File: config.mk
export PLATFORM = sky130hd
export DESIGN_NAME = jump_commit
export DESIGN_NICKNAME = d
export VERILOG_FILES = /design/src/rtl/jump_commit.sv
export SDC_FILE = /design/constraint.sdc
export NUM_CORES = 1
export LEC_CHECK = 0
export ABC_AREA = 1
export BUFFER_PORTS_ARGS = -buffer_cell sky130_fd_sc_hd__buf_2
export CAP_MARGIN = 20
export CORE_MARGIN = 8
export CORE_UTILIZATION = 49
export DETAILED_ROUTE_END_ITERATION = 10
export MAX_ROUTING_LAYER = met4
export PLACE_DENSITY = 0.76
export SLEW_MARGIN = 20
export SYNTH_ARGS = -nofsm -noshare
export SYNTH_HDL_FRONTEND = slang
export SYNTH_SLANG_ARGS = --single-unit
File: constraint.sdc
create_clock -name clk -period 2 [get_ports clk]
set_clock_uncertainty 0.2 [all_clocks]
set_input_delay 0.2 -clock clk [delete_from_list [all_inputs] [get_ports clk]]
set_output_delay 0.2 -clock clk [all_outputs]
set_load 0.005 [all_outputs]
File: src/rtl/jump_commit.sv
// Jump commit stage: evaluates opcode-39 conditions, commits next PC / rJ / overflow clear, then pulses done.
// Optional JUMP_STATS_EN adds a saturating taken-jump counter with synchronous clear.
module jump_commit #(
  parameter int ADDR_W   = 12,
  parameter int MEM_SIZE = 4000
) (
  input  logic              clk,
  input  logic              rst,
  input  logic              start,
  input  logic [5:0]        opcode,
  input  logic [3:0]        field,
  input  logic [ADDR_W-1:0] m,
  input  logic [ADDR_W-1:0] pc,
  input  logic              reg_cond,
  input  logic              ovf,
  input  logic [1:0]        cmp,
`ifdef JUMP_STATS_EN
  input  logic              stats_clr,
  output logic [15:0]       taken_cnt,
`endif
  output logic              busy,
  output logic              pc_load,
  output logic [ADDR_W-1:0] pc_next,
  output logic              j_load,
  output logic [ADDR_W-1:0] j_value,
  output logic              ovf_clr,
  output logic              taken,
  output logic              done,
  output logic              illegal
);

  localparam logic [ADDR_W-1:0] LAST = ADDR_W'(MEM_SIZE - 1);

  typedef enum logic [1:0] {S_IDLE, S_LATCH, S_COMMIT, S_DONE} state_t;
  state_t state, state_nx;

  logic [5:0]        c_op;
  logic [3:0]        c_field;
  logic [ADDR_W-1:0] c_m, c_pc;
  logic              c_cond, c_ovf;
  logic [1:0]        c_cmp;

  logic take, jsj, ill, oclr;
  logic take_r, jsj_r, ill_r, oclr_r;
  logic less, greater, equal;
  logic [ADDR_W-1:0] inc;

  always_ff @(posedge clk or posedge rst) begin
    if (rst) state <= S_IDLE;
    else     state <= state_nx;
  end

  always_comb begin
    state_nx = state;
    busy     = (state != S_IDLE);
    pc_load  = 1'b0;
    j_load   = 1'b0;
    ovf_clr  = 1'b0;
    done     = 1'b0;
    illegal  = 1'b0;
    case (state)
      S_IDLE:   if (start) state_nx = S_LATCH;
      S_LATCH:  state_nx = S_COMMIT;
      S_COMMIT: begin
        state_nx = S_DONE;
        pc_load  = 1'b1;
        j_load   = take_r & ~jsj_r;
        ovf_clr  = oclr_r;
      end
      default: begin
        state_nx = S_IDLE;
        done     = 1'b1;
        illegal  = ill_r;
      end
    endcase
  end

  // Inputs are only trusted in the capture cycle; everything downstream uses the copies.
  always_ff @(posedge clk or posedge rst) begin
    if (rst) begin
      c_op <= '0; c_field <= '0; c_m <= '0; c_pc <= '0;
      c_cond <= 1'b0; c_ovf <= 1'b0; c_cmp <= '0;
    end else if (state == S_IDLE && start) begin
      c_op <= opcode; c_field <= field; c_m <= m; c_pc <= pc;
      c_cond <= reg_cond; c_ovf <= ovf; c_cmp <= cmp;
    end
  end

  // cmp=11 falls through to EQUAL.
  assign less    = (c_cmp == 2'b01);
  assign greater = (c_cmp == 2'b10);
  assign equal   = ~less & ~greater;
  assign inc     = (c_pc >= LAST) ? '0 : c_pc + ADDR_W'(1);

  always_comb begin
    take = 1'b0;
    jsj  = 1'b0;
    ill  = 1'b0;
    oclr = 1'b0;
    if (c_op == 6'd39) begin
      case (c_field)
        4'd0: take = 1'b1;
        4'd1: begin take = 1'b1; jsj = 1'b1; end
        4'd2: begin take = c_ovf;  oclr = 1'b1; end
        4'd3: begin take = ~c_ovf; oclr = 1'b1; end
        4'd4: take = less;
        4'd5: take = equal;
        4'd6: take = greater;
        4'd7: take = ~less;
        4'd8: take = ~equal;
        4'd9: take = ~greater;
        default: ill = 1'b1;
      endcase
    end else if (c_op >= 6'd40 && c_op <= 6'd47) begin
      if (c_field <= 4'd7) take = c_cond;
      else                 ill  = 1'b1;
    end else begin
      ill = 1'b1;
    end
  end

  always_ff @(posedge clk or posedge rst) begin
    if (rst) begin
      take_r <= 1'b0; jsj_r <= 1'b0; ill_r <= 1'b0; oclr_r <= 1'b0;
      pc_next <= '0; j_value <= '0; taken <= 1'b0;
    end else if (state == S_LATCH) begin
      take_r  <= take;
      jsj_r   <= jsj;
      ill_r   <= ill;
      oclr_r  <= oclr;
      pc_next <= take ? c_m : inc;
      j_value <= inc;
    end else if (state == S_COMMIT) begin
      taken <= take_r;
    end
  end

`ifdef JUMP_STATS_EN
  always_ff @(posedge clk or posedge rst) begin
    if (rst)                                               taken_cnt <= '0;
    else if (stats_clr)                                    taken_cnt <= '0;
    else if (state == S_COMMIT && take_r && taken_cnt != 16'hFFFF) taken_cnt <= taken_cnt + 16'd1;
  end
`endif

endmodule
==> summary.txt <==
Place
  • # port buffers: 71
  • DP Cell Count: 522
  • DP HPWL: 5610 um
  • Pre-CTS setup slack: 0.0590 ns
  • Routability congestion estimate: 0.890

Layout
  • Diode count: 0
  • Fin nets: 547
  • Post-Layout Cell Count: 581
  • Share of post-route cells with drive strength above 1: 28.0%
  • Util after Layout: 69.8%
  • Commonest non-fill, non-tap cell in the layout: nand2_1
  • Commonest cells after routing, fill and taps aside: nand2_1, buf_2, dfrtp_1
  • Area delta synth->final: 37.0%

Worst setup path
  • CP required: 2.09 ns
  • Critical Path, Cell by Cell: buf_4, ha_1, inv_1, nand2_1, o21ai_1, nand2_1, nand2_2, nand2_2, nand2_4, nand2_8, buf_12, nand2_1, nand3_1, nand2_1
  • Slowest CP cell: dfrtp_1
  • CP max stage delay: 0.40 ns
  • Worst path most repeated cell: nand2_1
  • Worst Setup Path Type: register to register
  • Critical Path End Type: register
  • CP Launch Type: register
  • WP data arrival: 1.99 ns
  • Worst Reg-to-Reg Cells: 14
  • Max FO, Critical Path: 8

Clock tree
  • CTS tree: yes
  • Clock buffer depth: 2
  • Clk root buf: clkbuf_8
  • Clk Latency, worst-skew pair: 0.35 ns
  • Num CTS Buffers: 9
  • H-tree levels: 3
  • Reg clk slew, reported paths: 0.08 ns
  • CTS Sinks: 69

STA
  • Max transition margin: 66.7%
  • RSZ-0062 raised after global routing: true
  • Fin worst setup slack: 0.101 ns
  • Worst slew pin tran: 0.498 ns
  • # setup viols final: 0
  • Hold Violations, Final: 0
  • Final min period: 1.90 ns
  • Slew Viols, Final: 0
  • Final period util: 94.9%
  • Hold WS: 0.198 ns
  • Fmax: 0.527 GHz

Floorplan
  • Starting Density: 50.9%
  • Ports: 72
  • Die Y: 97.2 um
  • Die area: 0.00945 mm2
  • Core area: 0.00635 mm2
  • Die W: 97.2 um
  • Row count: 29

Logic synthesis
  • Post-Syn Instances: 375
  • Sequential cell area fraction in the yosys report: 53.4%
  • Post-synth design cell area: 0.00323 mm2
  • Post-Syn Nets: 423
  • Avg Synthesized Cell Area: 8.62 um2
  • Post-synth cell types: 30
  • Synth warn: 0
  • Synthesis-stage register bit count: 69

Global routing
  • Largest net degree at the start of global routing: 35
  • Initial antenna violation count: 0
  • Total gr overflow: 0
  • Vias in the first global route: 2951
  • Tot GR Track Use: 17.9%
  • First-pass GRT wire length: 13800 um

Detailed routing
  • Drt pass-1 iters: 4
  • Routed wire length: 7830 um
  • Routed len/inst: 13.5 um
  • DR vias/cell: 4.84
  • Final ANT Viol Nets: 0
  • # DRC: 0
  • First-iteration detailed-routing DRC count: 92
  • Vias: 2814

Power and ir drop
  • PwrDens: 1440 mW/mm2
  • Maximum VDD drop: 0.926 mV
  • Leak: 2.36 nW

Status
  • Status: complete, no violations

Flow run
  • Max-cap violations: 0

Worst hold path
  • Hold crit path type: input pin to async pin
critical path: cells and delay by family (launching register included):
family | cells | cell delay, ns
compound gates | 1 | 0.07
fa+ha+maj | 1 | 0.19
buf+inv | 3 | 0.35
flops | 1 | 0.40
simple gates | 9 | 0.63
repair_timing:
action | CTS | global route
endpoints found under the hold margin | 90 | 0
gates resized for setup | 0 | 6
setup endpoints to repair | 0 | 13
hold buffers | 40 | 0
buffers inserted | 0 | 3
cell type report:
cell class,instances,area (um2)
timing repair buffer,126,893
clock buffer,11,151
tap,77,96.3
multi-input combinational,248,1310
clock inverter,5,82.6
inverter,45,173
fill,476,1920
sequential,69,1730
cell usage after synthesis:
cell type,instances,area [um2]
a21oi_1,29,145
a22oi_1,1,7.51
buf_2,3,15.0
buf_4,2,15.0
buf_8,1,15.0
clkbuf_1,7,26.3
dfrtp_1,69,1730
ha_1,7,87.6
inv_1,42,158
inv_2,3,11.3
mux2_2,11,124
nand2_1,93,349
nand2_2,12,75.1
nand2_4,3,33.8
nand3_1,20,100
nand3_2,1,10.0
nand3b_1,2,15.0
nand4_1,2,12.5
nor2_1,40,150
nor2_2,2,12.5
nor3_1,4,20.0
nor3_2,1,10.0
o211ai_1,1,7.51
o21ai_0,12,60.1
o21ai_1,2,10.0
o21bai_1,1,7.51
o31ai_1,1,7.51
or2_1,1,6.26
or2_2,1,6.26
xor2_1,1,8.76
cell families (layout without fill, tap and decap cells):
group / Yosys count / after routing / share of synthesized area, %
multiplexers: 11 / 11 / 3.83
AO/OA/AOI/OAI: 47 / 47 / 7.59
flip-flops: 69 / 69 / 53.4
XOR/XNOR: 1 / 1 / 0.271
adder cells (fa/ha/maj): 7 / 7 / 2.71
buffers and inverters: 58 / 187 / 7.43
AND/OR/NAND/NOR: 182 / 182 / 24.8
registers in the layout, summed over array words and instances (netlist names), 2 cells and up:
signal   cells
c_m         12
c_field      4
pc_next     12
c_pc        12
state        2
c_cmp        2
j_value     12
c_op         6
path summary, 6_finish.rpt:
| path | startpoint | to | slack, ns |
|---|---|---|---|
| max in group asynchronous | rst | c_m[8] | 0.84 |
| setup / recovery | c_cmp[0] | pc_next[1] | 0.10 |
| setup reg to reg | c_cmp[0] | pc_next[1] | 0.10 |
| hold / removal | rst | c_m[2] | 0.20 |
| hold reg to reg | j_value[8] | j_value[8] | 0.28 |
| min in group clk | j_value[8] | j_value[8] | 0.28 |
per-layer routing:
layer | up-vias | track usage [%] | share of wire [%]
li1 | 1429 | - | -
met1 | 1313 | 21.1 | 45
met2 | 57 | 29.3 | 49
met3 | 15 | 4.05 | 3.9
met4 | 0 | 6.88 | 2.0
met5 | - | - | 0
where the power goes:
| group | total (W) | switching, W | internal, W |
|---|---|---|---|
| clock | 0.00130 | 0.000531 | 0.000769 |
| sequential | 0.00248 | 0.000424 | 0.00206 |
| combinational | 0.00262 | 0.00150 | 0.00112 |
| total | 0.00640 | 0.00245 | 0.00395 |
through the flow:
step                TNS, ns  power [W]  cell area (um2)
CTS                       0    0.00635             4370
floorplan                 0    0.00410             3240
finish                    0    0.00640             4430
global route        -0.0938    0.00694             4430
detailed placement        0    0.00498             3730
global placement          0    0.00486             3730
No activity file was read; power rests on OpenSTA's default activity.
